<file path="config.mk">
export PLATFORM = sky130hd
export DESIGN_NAME = stream_mux2_arb
export DESIGN_NICKNAME = d
export VERILOG_FILES = /design/src/rtl/stream_mux_pkg.sv /design/src/rtl/rr_arb2.sv /design/src/rtl/stream_mux2_arb.sv
export SDC_FILE = /design/constraint.sdc
export NUM_CORES = 1
export LEC_CHECK = 0
export ABC_AREA = 1
export CAP_MARGIN = 20
export CORE_ASPECT_RATIO = 1.1
export CORE_UTILIZATION = 40
export CTS_CLUSTER_SIZE = 10
export DETAILED_ROUTE_END_ITERATION = 7
export PLACE_DENSITY_LB_ADDON = 0.15
export SLEW_MARGIN = 20
export SYNTH_ARGS = -nofsm -noshare
export SYNTH_HDL_FRONTEND = slang
export SYNTH_SLANG_ARGS = --single-unit
export TNS_END_PERCENT = 100
</file>
<file path="constraint.sdc">
create_clock -name clk -period 2.7 [get_ports clk]
set_input_delay 0.54 -clock clk [delete_from_list [all_inputs] [get_ports clk]]
set_output_delay 0.54 -clock clk [all_outputs]
set_load 0.02 [all_outputs]
</file>
<file path="src/rtl/stream_mux_pkg.sv">
// stream_mux_pkg: shared types and constants for the two-input stream selector.
//   src_t          - 1-bit channel index (0 = in0, 1 = in1)
//   DEFAULT_WIDTH  - default data width
//   PRIO_LAST_RST  - reset value of the last-winner register (1 => channel 0 wins first conflict)
//   SEL_RST        - reset value of the held mux select
package stream_mux_pkg;
   typedef logic src_t;

   localparam int unsigned DEFAULT_WIDTH = 8;
   localparam src_t        PRIO_LAST_RST = 1'b1;
   localparam src_t        SEL_RST       = 1'b0;
endpackage

</file>
<file path="src/rtl/rr_arb2.sv">
// rr_arb2: 2-request round-robin arbiter.
// Ports:
//   req[1:0]   - request per channel
//   prio_last  - last winning channel
//   lock       - hold the grant on the previously selected channel
//   hold_sel   - previous grant, kept when idle or locked
//   accept     - downstream register can take a word this cycle
//   acc_last   - last flag of the granted channel's word
//   grant      - combinational grant index
//   prio_next  - next value of prio_last
// Parameter LOCK_EN: when set, prio_last only advances on packet-final beats.
module rr_arb2
   import stream_mux_pkg::*;
#(
   parameter bit LOCK_EN = 1'b0
) (
   input  logic [1:0] req,
   input  src_t       prio_last,
   input  logic       lock,
   input  src_t       hold_sel,
   input  logic       accept,
   input  logic       acc_last,
   output src_t       grant,
   output src_t       prio_next
);

   logic beat;

   always_comb begin
      grant = hold_sel;
      if (!lock) begin
         unique case (req)
            2'b01:   grant = 1'b0;
            2'b10:   grant = 1'b1;
            2'b11:   grant = ~prio_last;
            default: grant = hold_sel;
         endcase
      end
   end

   assign beat = accept & req[grant];

   always_comb begin
      prio_next = prio_last;
      if (beat && (!LOCK_EN || acc_last))
         prio_next = grant;
   end

endmodule

</file>
<file path="src/rtl/stream_mux2_arb.sv">
// stream_mux2_arb: two-input valid/ready stream selector with a registered output.
// Arbitrates between in0 and in1 (round-robin on conflict), drives the mux select
// and holds the selected word in an output register with backpressure.
// Ports:
//   clk, rst                        - clock, synchronous active-high reset
//   in0_valid/in0_data/in0_last     - channel 0 stream in; in0_ready accepted this cycle
//   in1_valid/in1_data/in1_last     - channel 1 stream in; in1_ready accepted this cycle
//   out_valid/out_data/out_last     - registered output word
//   out_src                         - source channel of the registered word
//   out_ready                       - consumer accepts the output word
//   sel                             - combinational grant index (mux select)
// Build option: define STREAM_MUX2_LOCK_EN to keep the grant on one channel
// until that channel's packet-final (last) beat has been accepted.
module stream_mux2_arb
   import stream_mux_pkg::*;
#(
   parameter int unsigned WIDTH = DEFAULT_WIDTH
) (
   input  logic             clk,
   input  logic             rst,
   input  logic             in0_valid,
   input  logic [WIDTH-1:0] in0_data,
   input  logic             in0_last,
   output logic             in0_ready,
   input  logic             in1_valid,
   input  logic [WIDTH-1:0] in1_data,
   input  logic             in1_last,
   output logic             in1_ready,
   output logic             out_valid,
   output logic [WIDTH-1:0] out_data,
   output logic             out_last,
   output logic             out_src,
   input  logic             out_ready,
   output logic             sel
);

`ifdef STREAM_MUX2_LOCK_EN
   localparam bit LOCK_EN = 1'b1;
`else
   localparam bit LOCK_EN = 1'b0;
`endif

   logic load;
   logic accept;
   logic sel_last;
   src_t grant;
   src_t sel_q;
   src_t prio_last;
   src_t prio_next;
   logic lock;

   assign load = out_ready | ~out_valid;

   rr_arb2 #(
      .LOCK_EN (LOCK_EN)
   ) u_arb (
      .req       ({in1_valid, in0_valid}),
      .prio_last (prio_last),
      .lock      (lock),
      .hold_sel  (sel_q),
      .accept    (load),
      .acc_last  (sel_last),
      .grant     (grant),
      .prio_next (prio_next)
   );

   assign sel       = grant;
   assign in0_ready = load & (grant == 1'b0);
   assign in1_ready = load & (grant == 1'b1);
   assign accept    = load & (grant ? in1_valid : in0_valid);
   assign sel_last  = grant ? in1_last : in0_last;

   always_ff @(posedge clk) begin
      if (rst) begin
         out_valid <= 1'b0;
         out_data  <= '0;
         out_last  <= 1'b0;
         out_src   <= 1'b0;
         sel_q     <= SEL_RST;
         prio_last <= PRIO_LAST_RST;
      end else begin
         sel_q     <= grant;
         prio_last <= prio_next;
         if (load)
            out_valid <= accept;
         if (accept) begin
            out_data <= grant ? in1_data : in0_data;
            out_last <= sel_last;
            out_src  <= grant;
         end
      end
   end

`ifdef STREAM_MUX2_LOCK_EN
   // Lock follows every accepted beat: set on a non-final word, cleared on the final one.
   always_ff @(posedge clk) begin
      if (rst)
         lock <= 1'b0;
      else if (accept)
         lock <= ~sel_last;
   end
`else
   assign lock = 1'b0;
`endif

endmodule
</file>
==> impl_summary.txt <==
----------------------------------------------------
[Die]
  Row Count ... 15
  Overall die area ... 1890 um2
  Placeable Area ... ~1600 um2
  Initial standard-cell utilization of the core ... 43.2%
  Y dimension of the die ... 45.5 um
  Die span in x ... 41.6 um
  Top-Level Pins ... 37

[Timing]
  Achievable frequency ... between 0.3 and 0.4 GHz
  Worst hold slack ... 0.473 ns
  Setup skew after layout ... between 0.004 and 0.005 ns
  Worst slew slack as a fraction of its limit ... ~66%
  Time the worst path needs with I/O delays and setup ... roughly 2.6 ns
  Setup violation total in the final timing report ... 0
  Unrepaired setup endpoints after global routing ... no
  Worst-case setup margin in the final layout ... ~0.14 ns
  TNS Setup ... 0 ns
  Fin. max-slew vios ... 0
  Final Hold Fails ... 0
  Transition time at the pin with the least slew margin ... approximately 0.5 ns
  Final clock period utilization by the worst path ... between 90% and 100%

[Setup path]
  CP Capture Type ... output pin
  Worst r2r src ... out_valid$_SDFFE_PP0N_
  Buf/Inv on CP ... 3
  Reg2Reg Capture Point ... out_src$_SDFFE_PP0P_
  Number of cells traversed by the worst register-to-register path ... 5
  Biggest fanout along the worst timing path ... 4
  Startpoint type of the worst setup path ... input pin
  CP Class ... in2out
  R2R Setup Slk ... around 1.5 ns
  Highest cell delay on the worst timing path ... 0.60 ns
  Arrival time of the worst setup path ... 2.02 ns
  Slowest stage cell, crit path ... sky130_fd_sc_hd__clkdlybuf4s50_1
  Crit path top cell by count ... sky130_fd_sc_hd__clkdlybuf4s50_1
  Critical path data required time ... approximately 2.2 ns
  CP cell instances ... clkdlybuf4s50_1, o21bai_2, nand2_2, inv_1, nor2_1, clkdlybuf4s50_1
  Worst path top cell family by delay ... buffers and inverters

[Placement]
  Total placed instance area ... approximately 1100 um2
  Pre-CTS setup slack ... around 0.12 ns
  Routability Congestion ... 0.728
  Sum of net half-perimeters after detailed placement ... around 1300 um
  Count of buffers from port buffering ... 36

[Detailed routing]
  Vias per cell ... around 4.8
  ANT nets after route ... 0
  DR WL/cell ... roughly 11 um
  Drt first pass iters ... 4
  Final routed wirelength across all metal layers ... between 1500 and 2000 um
  Number of remaining DRC errors ... 0
  Number of vias after detailed routing ... 768
  Initial DRC count ... 9

[Global routing]
  Vias in the first global route ... approximately 680
  Pin count of the biggest net entering global routing ... 22
  Sum of overflow across all layers after global routing ... 0
  Antenna violations before repair ... 0
  Aggregate global-route resource usage ... 18.7%
  Wire length of the first global-routing pass ... 2660 um

[Logic synthesis]
  Seq/Total Area, Yosys ... around 38%
  Syn nets ... around 130
  Distinct cell type count of the synthesized netlist ... 16
  Number of synthesized flops with an enable pin ... 0
  Mean instance size in the synthesized netlist ... 6.69 um2
  Synthesized netlist cell count ... around 100
  Netlist area before placement ... roughly 690 um2
  Most used flip-flop cell after synthesis ... sky130_fd_sc_hd__dfxtp_1
  Post-synth ARST share ... 0%
  YS warnings ... 0
  Post-synthesis sequential element count ... 13

[Clock tree]
  Clock transition at the registers of the reported paths ... about 0.08 ns
  Inserted Clock Buffers ... 3
  Number of buffers inserted for hold repair after clock tree synthesis ... 0
  Post-cts sizing count ... 0
  Setup Fix Bufs, Post-CTS ... 0
  Max H-tree Level ... 1
  Clock tree from TritonCTS ... yes
  TritonCTS Sinks ... 13
  Clk Tree Root Cell ... sky130_fd_sc_hd__clkbuf_4
  Clock Latency Late Sink ... about 0.28 ns
  CTS Buffer Depth ... 2

[Min path]
  Hold path startpoint ... out_src$_SDFFE_PP0P_
  Min-Delay Path Class ... reg2reg
  Hold path endpoint ... out_src$_SDFFE_PP0P_
  Worst Hold Depth ... 2

[Pwr]
  Max IR drop VDD ... between 0.0002 and 0.0003 V
  Internal power contribution ... about 0.36 mW
  Power density over the cells ... approximately 500 nW/um2
  Switching part of the total ... around 32%
  Relative contribution of combinational cells to total power ... 35.4%
  Clock network fraction of design power ... between 20 and 25%
  Leak ... around 0.53 nW
  Register share of total power ... about two fifths
  Net switching power figure ... ~0.17 mW

[Flow run]
  Max_cap viols ... 0

[Layout]
  Antenna Diode Count ... 0
  Layout area overhead ... 59.2%
  Number of inserted filler cells in the final layout ... 144
  Number of nets at the end of the flow ... ~170
  Share of the core filled with cells in the final layout ... slightly below 70%
  Summed area of non-filler cells in the final layout ... around 1100 um2
  Fraction of layout cells with a size suffix above 1 ... approximately 11%

[Outcome]
  Outcome ... finished, final reports clean

----------------------------------------------------
[per-layer routing]
metal	GRT usage, %	vias to the layer above	share of wire, %
li1	-	404	-
met1	20.6	342	44
met2	33.4	20	51
met3	2.78	2	4.4
met4	12.9	0	0.70
met5	0	-	0
[layout make-up]
cell class / instances / area (um2) / area share, %
Timing Repair Buffer: 39 / 383 / 34.9
Multi-Input combinational cell: 72 / 350 / 31.9
Sequential cell: 13 / 260 / 23.7
Inverter: 15 / 56.3 / 5.13
Clock buffer: 4 / 26.3 / 2.39
Tap cell: 17 / 21.3 / 1.94
[metrics by stage]
stage	cells	total power [mW]
floorplan	103	0.328
global placement	156	0.414
detailed placement	156	0.418
CTS	160	0.544
global route	160	0.569
finish	160	0.537
[layout by cell type, fill, tap and decap left out]
cell type and n:
sky130_fd_sc_hd__buf_4 3, sky130_fd_sc_hd__o21bai_2 1, sky130_fd_sc_hd__inv_1 14, sky130_fd_sc_hd__a21oi_2 1
sky130_fd_sc_hd__a21oi_1 1, sky130_fd_sc_hd__dfxtp_1 13, sky130_fd_sc_hd__nand3_1 27, sky130_fd_sc_hd__clkdlybuf4s50_1 36
sky130_fd_sc_hd__clkbuf_4 3, sky130_fd_sc_hd__nand2_1 12, sky130_fd_sc_hd__nor2_4 1, sky130_fd_sc_hd__nor2_1 23
sky130_fd_sc_hd__inv_2 1, sky130_fd_sc_hd__nand2_2 3, sky130_fd_sc_hd__clkbuf_1 1, sky130_fd_sc_hd__nor2_2 2
sky130_fd_sc_hd__o21ai_4 1
[registers in the layout, indices dropped and copies added, names as in the netlist]
| name | count |
|---|---|
| out_valid | 1 |
| sel_q | 1 |
| out_src | 1 |
| out_data | 8 |
| out_last | 1 |
| prio_last | 1 |
[logic make-up (layout without fill, tap and decap cells)]
logic type	count (synthesis)	after routing	share of synthesized area, %
simple gates	68	68	44.8
flops	13	13	37.7
compound gates	4	4	5.99
buf+inv	18	58	11.4
[cell usage after synthesis (2+ instances only)]
cell type | instances | area share, %
sky130_fd_sc_hd__inv_1 | 14 | 7.6
sky130_fd_sc_hd__nor2_1 | 23 | 13
sky130_fd_sc_hd__nor2_2 | 2 | 1.8
sky130_fd_sc_hd__nand3_1 | 27 | 20
sky130_fd_sc_hd__nand2_1 | 12 | 6.5
sky130_fd_sc_hd__nand2_2 | 3 | 2.7
sky130_fd_sc_hd__dfxtp_1 | 13 | 38
[worst min-delay path, stage by stage, from the launching register on]
cell                      delay [ns]
sky130_fd_sc_hd__dfxtp_1        0.32
sky130_fd_sc_hd__nand2_1        0.07
sky130_fd_sc_hd__a21oi_2        0.04
[power groups by stage]
stage               Sequential [mW]  Clock, mW  Combinational (mW)
floorplan                     0.246          0              0.0821
global placement              0.226          0               0.188
detailed placement            0.227          0               0.191
CTS                           0.222      0.130               0.192
global route                  0.225      0.138               0.206
finish                        0.222      0.125               0.190
[worst max path at each step]
| stage | from | to | slack [ns] | depth (start not counted) |
|---|---|---|---|---|
| global placement | in1_valid | in1_ready | 0.16 | 6 |
| finish | in1_valid | in1_ready | 0.14 | 6 |
| CTS | in1_valid | in1_ready | 0.12 | 6 |
| detailed placement | in1_valid | in1_ready | 0.12 | 6 |
| global route | in1_valid | in1_ready | 0.03 | 6 |
| floorplan | in1_valid | in0_ready | 0.85 | 3 |
Power figures use the tool's default switching activity.
